$ cat src/rtl/mdc_delay_ctrl_16pt.sv
// Upstream feeder for the 16-point stage-2 commutator of the 32-point MDC IFFT.
// The lower branch is delayed by DEPTH accepted samples, and the upper branch is
// registered once. The block also generates the per-sample commutator control
// (1 = bypass, 0 = switch) and an output valid that rises once the delay line
// is primed. Samples pass through bit-exact. Delay and phase advance only on
// accepted samples, so gaps in in_valid have no effect on the sequence.
module mdc_delay_ctrl_16pt #(
    parameter int DW    = 12,  // bits per real/imag component (S2.9)
    parameter int DEPTH = 8,   // lower-branch delay; power of two, >= 2
    parameter int CW    = 4    // log2(2*DEPTH), phase counter width
) (
    input  logic          clk,
    input  logic          rst_n,
    input  logic          clr,
    input  logic          in_valid,
    input  logic [DW-1:0] UI_real,
    input  logic [DW-1:0] UI_imag,
    input  logic [DW-1:0] LI_real,
    input  logic [DW-1:0] LI_imag,
    output logic [DW-1:0] UO_real,
    output logic [DW-1:0] UO_imag,
    output logic [DW-1:0] LO_real,
    output logic [DW-1:0] LO_imag,
    output logic          control_signal,
    output logic          out_valid
);

    // The fill counter saturates at DEPTH, and that value fits in CW bits
    // because 2*DEPTH == 2**CW.
    localparam logic [CW-1:0] DEPTH_C = CW'(DEPTH);
    localparam logic [CW-1:0] PH_LAST = CW'(2 * DEPTH - 1);

    // Entry 0 holds the newest sample. Entry DEPTH-1 holds the oldest.
    logic [DW-1:0] dl_real [DEPTH];
    logic [DW-1:0] dl_imag [DEPTH];

    logic [CW-1:0] ph;
    logic [CW-1:0] fill;
    logic          accept;

    // A clear overrides in_valid, so a sample presented with clr is dropped.
    assign accept = in_valid & ~clr;

    // Delay line: shift on each accepted sample, and zero it on clr.
    always_ff @(posedge clk or negedge rst_n) begin
        if (!rst_n) begin
            for (int i = 0; i < DEPTH; i++) begin
                dl_real[i] <= '0;
                dl_imag[i] <= '0;
            end
        end else if (clr) begin
            for (int i = 0; i < DEPTH; i++) begin
                dl_real[i] <= '0;
                dl_imag[i] <= '0;
            end
        end else if (accept) begin
            dl_real[0] <= LI_real;
            dl_imag[0] <= LI_imag;
            for (int i = 1; i < DEPTH; i++) begin
                dl_real[i] <= dl_real[i-1];
                dl_imag[i] <= dl_imag[i-1];
            end
        end
    end

    // Phase counter: wraps every 2*DEPTH samples. Fill counter: saturates at DEPTH.
    always_ff @(posedge clk or negedge rst_n) begin
        if (!rst_n) begin
            ph   <= '0;
            fill <= '0;
        end else if (clr) begin
            ph   <= '0;
            fill <= '0;
        end else if (accept) begin
            ph <= (ph == PH_LAST) ? '0 : ph + 1'b1;
            if (fill != DEPTH_C) begin
                fill <= fill + 1'b1;
            end
        end
    end

    // Registered outputs. The data outputs hold on idle and clr cycles.
    always_ff @(posedge clk or negedge rst_n) begin
        if (!rst_n) begin
            UO_real        <= '0;
            UO_imag        <= '0;
            LO_real        <= '0;
            LO_imag        <= '0;
            control_signal <= 1'b0;
            out_valid      <= 1'b0;
        end else if (clr) begin
            control_signal <= 1'b0;
            out_valid      <= 1'b0;
        end else if (accept) begin
            UO_real        <= UI_real;
            UO_imag        <= UI_imag;
            LO_real        <= dl_real[DEPTH-1];
            LO_imag        <= dl_imag[DEPTH-1];
            control_signal <= (ph < DEPTH_C);
            out_valid      <= (fill == DEPTH_C);
        end else begin
            out_valid      <= 1'b0;
        end
    end

endmodule

$ cat config.mk
export PLATFORM = sky130hd
export DESIGN_NAME = mdc_delay_ctrl_16pt
export DESIGN_NICKNAME = d
export VERILOG_FILES = /design/src/rtl/mdc_delay_ctrl_16pt.sv
export SDC_FILE = /design/constraint.sdc
export NUM_CORES = 1
export LEC_CHECK = 0
export BUFFER_PORTS_ARGS = -buffer_cell sky130_fd_sc_hd__buf_2
export CORE_AREA = 10 10 117 225
export CTS_BUF_LIST = sky130_fd_sc_hd__clkbuf_4 sky130_fd_sc_hd__clkbuf_8 sky130_fd_sc_hd__clkbuf_16
export CTS_CLUSTER_DIAMETER = 150
export DETAILED_ROUTE_END_ITERATION = 12
export DIE_AREA = 0 0 127 235
export GPL_ROUTABILITY_DRIVEN = 0
export PLACE_DENSITY = 0.64
export SLEW_MARGIN = 20
export SYNTH_ARGS = -nofsm -noshare
export SYNTH_HDL_FRONTEND = slang
export SYNTH_SLANG_ARGS = --single-unit
$ cat constraint.sdc
create_clock -name clk -period 4 [get_ports clk]
set_input_delay 0.2 -clock clk [delete_from_list [all_inputs] [get_ports clk]]
set_output_delay 0.2 -clock clk [all_outputs]
set_load 0.01 [all_outputs]
**Yosys cells after proc, flatten, opt, wreduce, memory -nomap -nowiden**

Index checks and enable logic that the tools add are counted.

- Input port bits: 52
- Output and inout port bits: 50
- Memories: 0
- Register bits after elaboration: 250
- Memory bits (writable): 0
- Bits in latches: 0
- Memory bits (read-only): 0
- Word-level logic and storage cells: 50

- Add/subtract/negate cells: 2
- Equal/unequal tests: 3
- Multipliers: 0
- Reduce and logical (&&, ||, !) cells: 4
- Mux-type cells: 14
- $lt $le $gt $ge: 1
- Divide/modulo/power cells: 0
- Bitwise gates (word level): 2
- Shift-type cells: 0

Operator list:

| kind | count |
|---|---|
| $mux 96 | 4 |
| $mux 4 | 6 |
| $add 4x1->4 const B | 2 |
| $eq 4x4->1 const B | 2 |
| $lt 4x4->1 const B | 1 |
| $mux 1 | 4 |
| $ne 4x4->1 const B | 1 |
| $reduce_and 2->1 | 2 |
| $reduce_bool 2->1 | 2 |
| $and 1x1->1 | 1 |
| $not 1->1 | 1 |

**Logic depth before layout (Yosys ltp)**

- Word-level depth: 4
- Gate-level depth with buffers: 5

**Worst setup path before layout**

Ideal clock, no wire load.

- Path type: register to register
- From: register fill[0]
- To: register fill[2]
- Cell stages (with the launch flop): 6
- Arrival: 1189 ps
- Path slack: 2732 ps
- Required time: 3922 ps
- Cells stage by stage: dfrtp_1 > inv_1 > ha_1 > nand3b_1 > or3b_1 > a21oi_1

- Cells in the longest elaborated chain, start to end: 4

Ends and longest elaborated chain:

| what | line | text |
|---|---|---|
| start, declared | 38 | `logic [CW-1:0] fill;` |
| start signal, assigned | 77 | `fill <= fill + 1'b1;` |
| $add 4x1->4 | 77 |  |
| $mux 4 | 76 | `if (fill != DEPTH_C) begin` |
| $mux 4 | 74 | `end else if (accept) begin` |
| $mux 4 | 71 | `end else if (clr) begin` |

Parallel ways exist; a longest one is shown, timed or not. The select of a mux whose other input is x is not followed.
A chain may end at the register's enable or synchronous reset.

==> impl_metrics.yaml <==
final_layout:
  nNetsFinal: 957
  num-fill-cells: 1931
  diodes: 0
  drive_gt1_frac: 0.212
  area_growth_pct: 18.6
yosys:
  synth.avg_cell_area_um2: 13.0
  postSynth.asyncResetShare: 1.00
  synth.most_common_cell: "dfrtp_1"
  yosys.area.top_type: "dfrtp_1"
  syn_area_mm2: 0.0100
  ys_top_cells_by_count: "250 x dfrtp_1, 199 x nor2_1, 195 x mux2i_1, 39 x mux2_2, 20 x buf_4"
  synth_top_area_share: 0.624
  syn_inst: 772
  synth-edff-count: 0
  synthTopCellsByArea: "dfrtp_1 62%, mux2i_1 19%, nor2_1 7.5%"
  yosys_warnings: 0
  yosysSeqAreaShare: 0.624
  syn_nets: 827
  ys_types: 27
  synth_seq_cells: 250
  synth_flop_cell: "dfrtp_1"
power_and_ir_drop:
  peakVddDrop_mv: 0.401
  power.leakage_nw: 6.26
  power_density_mw_per_mm2: 433
  power_mw: 5.15
die:
  dieArea_mm2: 0.0298
  core_mm2: 0.0226
  num_rows: 78
  die_w_um: 127
  initial_core_util: 0.443
  ios: 102
  chipHeight_um: 235
critical_path:
  r2r_cells: 5
  criticalPathCategory: "input pin to async pin"
  required_ns: 4.53
  critPathLaunchType: "input pin"
  arrival_ns: 1.96
  crit_path_end_kind: "async pin"
  cp_max_fo: 68
drt:
  wl_per_cell_um: 14.5
  vias_per_cell: 4.87
  num_vias: 5815
  drtPass1Iterations: 4
  drt-initial-drc-count: 396
  wl_um: 17300
  drc: 0
  final_antenna_net_count: 0
global_route:
  grt_max_degree: 120
  overflow: 0
  grt_pass1_vias: 5985
  grt_usage: 0.118
  antenna_found_initial: 0
  grt_pass1_wl_um: 30700
timing:
  hold_viol: 0
  finClkSkew_ns: 0.00793
  fin_setup_tns_ns: 0
  report.final.slew_viol_count: 0
  max_slew_margin: 0.437
  clock.fmax_mhz: 698
  rsz0062_at_grt: "false"
  setup_viol: 0
  tightest_slew_ns: 0.845
  period_needed_ns: 1.43
  finalCritPeriodShare: 0.358
cts:
  clock_latency_ns: 0.51
  cts_tree: "yes"
  cts_buffers: 23
  clk_pin_slew_worst_paths_ns: 0.06
  cts_max_level: 1
  clock_path_buffers: 3
  ctsRootBufferMaster: "clkbuf_16"
  post_cts_buffers: 0
  cts_sinks: 250
place:
  io_buffers: 101
  dpl.hpwl_um: 10100
min_path:
  hold_class: "input pin to flop"
  worstHoldPathCells: 2
status:
  status: "finished clean"
job:
  max_cap_viol_count: 0
-- cell type report --
type                            count  area [um^2]  share of cell area
Multi-Input combinational cell    468         3450               0.291
Timing Repair Buffer              156         1090              0.0919
Sequential cell                   250         6260               0.527
Clock buffer                       27          612              0.0515
Inverter                            3         11.3            0.000948
Tap cell                          280          350              0.0295
Clock inverter                     11          105             0.00885
-- cell usage in the layout, fill, tap and decap left out, types with 2 or more instances in the layout --
cell type,instances
a21oi_1,3
buf_12,2
buf_2,98
buf_4,4
buf_8,2
bufinv_16,2
clkbuf_16,23
clkbuf_4,3
clkinv_2,9
dfrtp_1,250
dlygate4sd3_1,49
ha_1,3
inv_1,3
mux2_2,39
mux2_4,9
mux2i_1,195
nand2_1,5
nor2_1,199
o21ai_0,2
xor2_1,2
-- sequential cells by signal, indices dropped and copies added, names as in the netlist --
| name | flops |
|---|---|
| UO_imag | 12 |
| ph | 4 |
| LO_real | 12 |
| fill | 4 |
| dl_real | 96 |
| control_signal | 1 |
| dl_imag | 96 |
| LO_imag | 12 |
| UO_real | 12 |
| out_valid | 1 |
-- where the power goes --
group          leakage [nW]  internal (mW)  total (mW)  switching, mW
clock                 0.368           1.22        2.11          0.888
combinational          2.48          0.190       0.407          0.218
sequential             3.41           2.60        2.63         0.0359
-- worst paths after layout --
path,slack [ns],from,endpoint
worst max register to register,2.62,fill[0],fill[2]
worst min register to register,0.50,LO_real[5],LO_real[5]
worst min-delay path,0.03,clr,dl_real[24]
max in group clk,2.62,fill[0],fill[2]
worst max-delay path,2.57,rst_n,dl_imag[68]
min in group asynchronous,0.21,rst_n,UO_imag[1]
-- routing by layer --
metal  vias to the layer above  part of all wire  GRT usage
li1                       2858                 -          -
met1                      2835              0.46      0.162
met2                       106              0.45      0.176
met3                        16             0.065     0.0338
met4                         0             0.017     0.0384
met5                         -                 0          0
-- critical path: stages --
cell	delay (ns)
dlygate4sd3_1	0.56
buf_8	0.39
buf_4	0.75
-- cell families after synthesis --
kind of cell	after synthesis	share of synthesized area
flip-flops	250	0.624
multiplexers	243	0.252
AND/OR/NAND/NOR	213	0.0833
buffers and inverters	54	0.0308
AO/OA/AOI/OAI	7	0.00387
adder cells (fa/ha/maj)	3	0.00375
XOR/XNOR	2	0.00175
-- stage by stage --
step                      hold WS [ns]   util  cells  worst slack (ns)  instance area, um^2
after floorplan                -0.0956      -    772              2.73                10000
after global placement           0.182  0.471   1108              2.14                10700
after detailed placement         0.184  0.471   1108              2.12                10700
after CTS                       0.0219  0.525   1195              2.45                11900
after global routing            0.0317  0.525   1195              2.33                11900
final                           0.0302  0.525   1195              2.57                11900
-- timing repair --
item	4_1_cts	5_1_grt
gates resized for setup	0	0
endpoints found under the hold margin	111	0
hold buffers	49	0
Note: power is estimated with default switching activity, not from simulation.
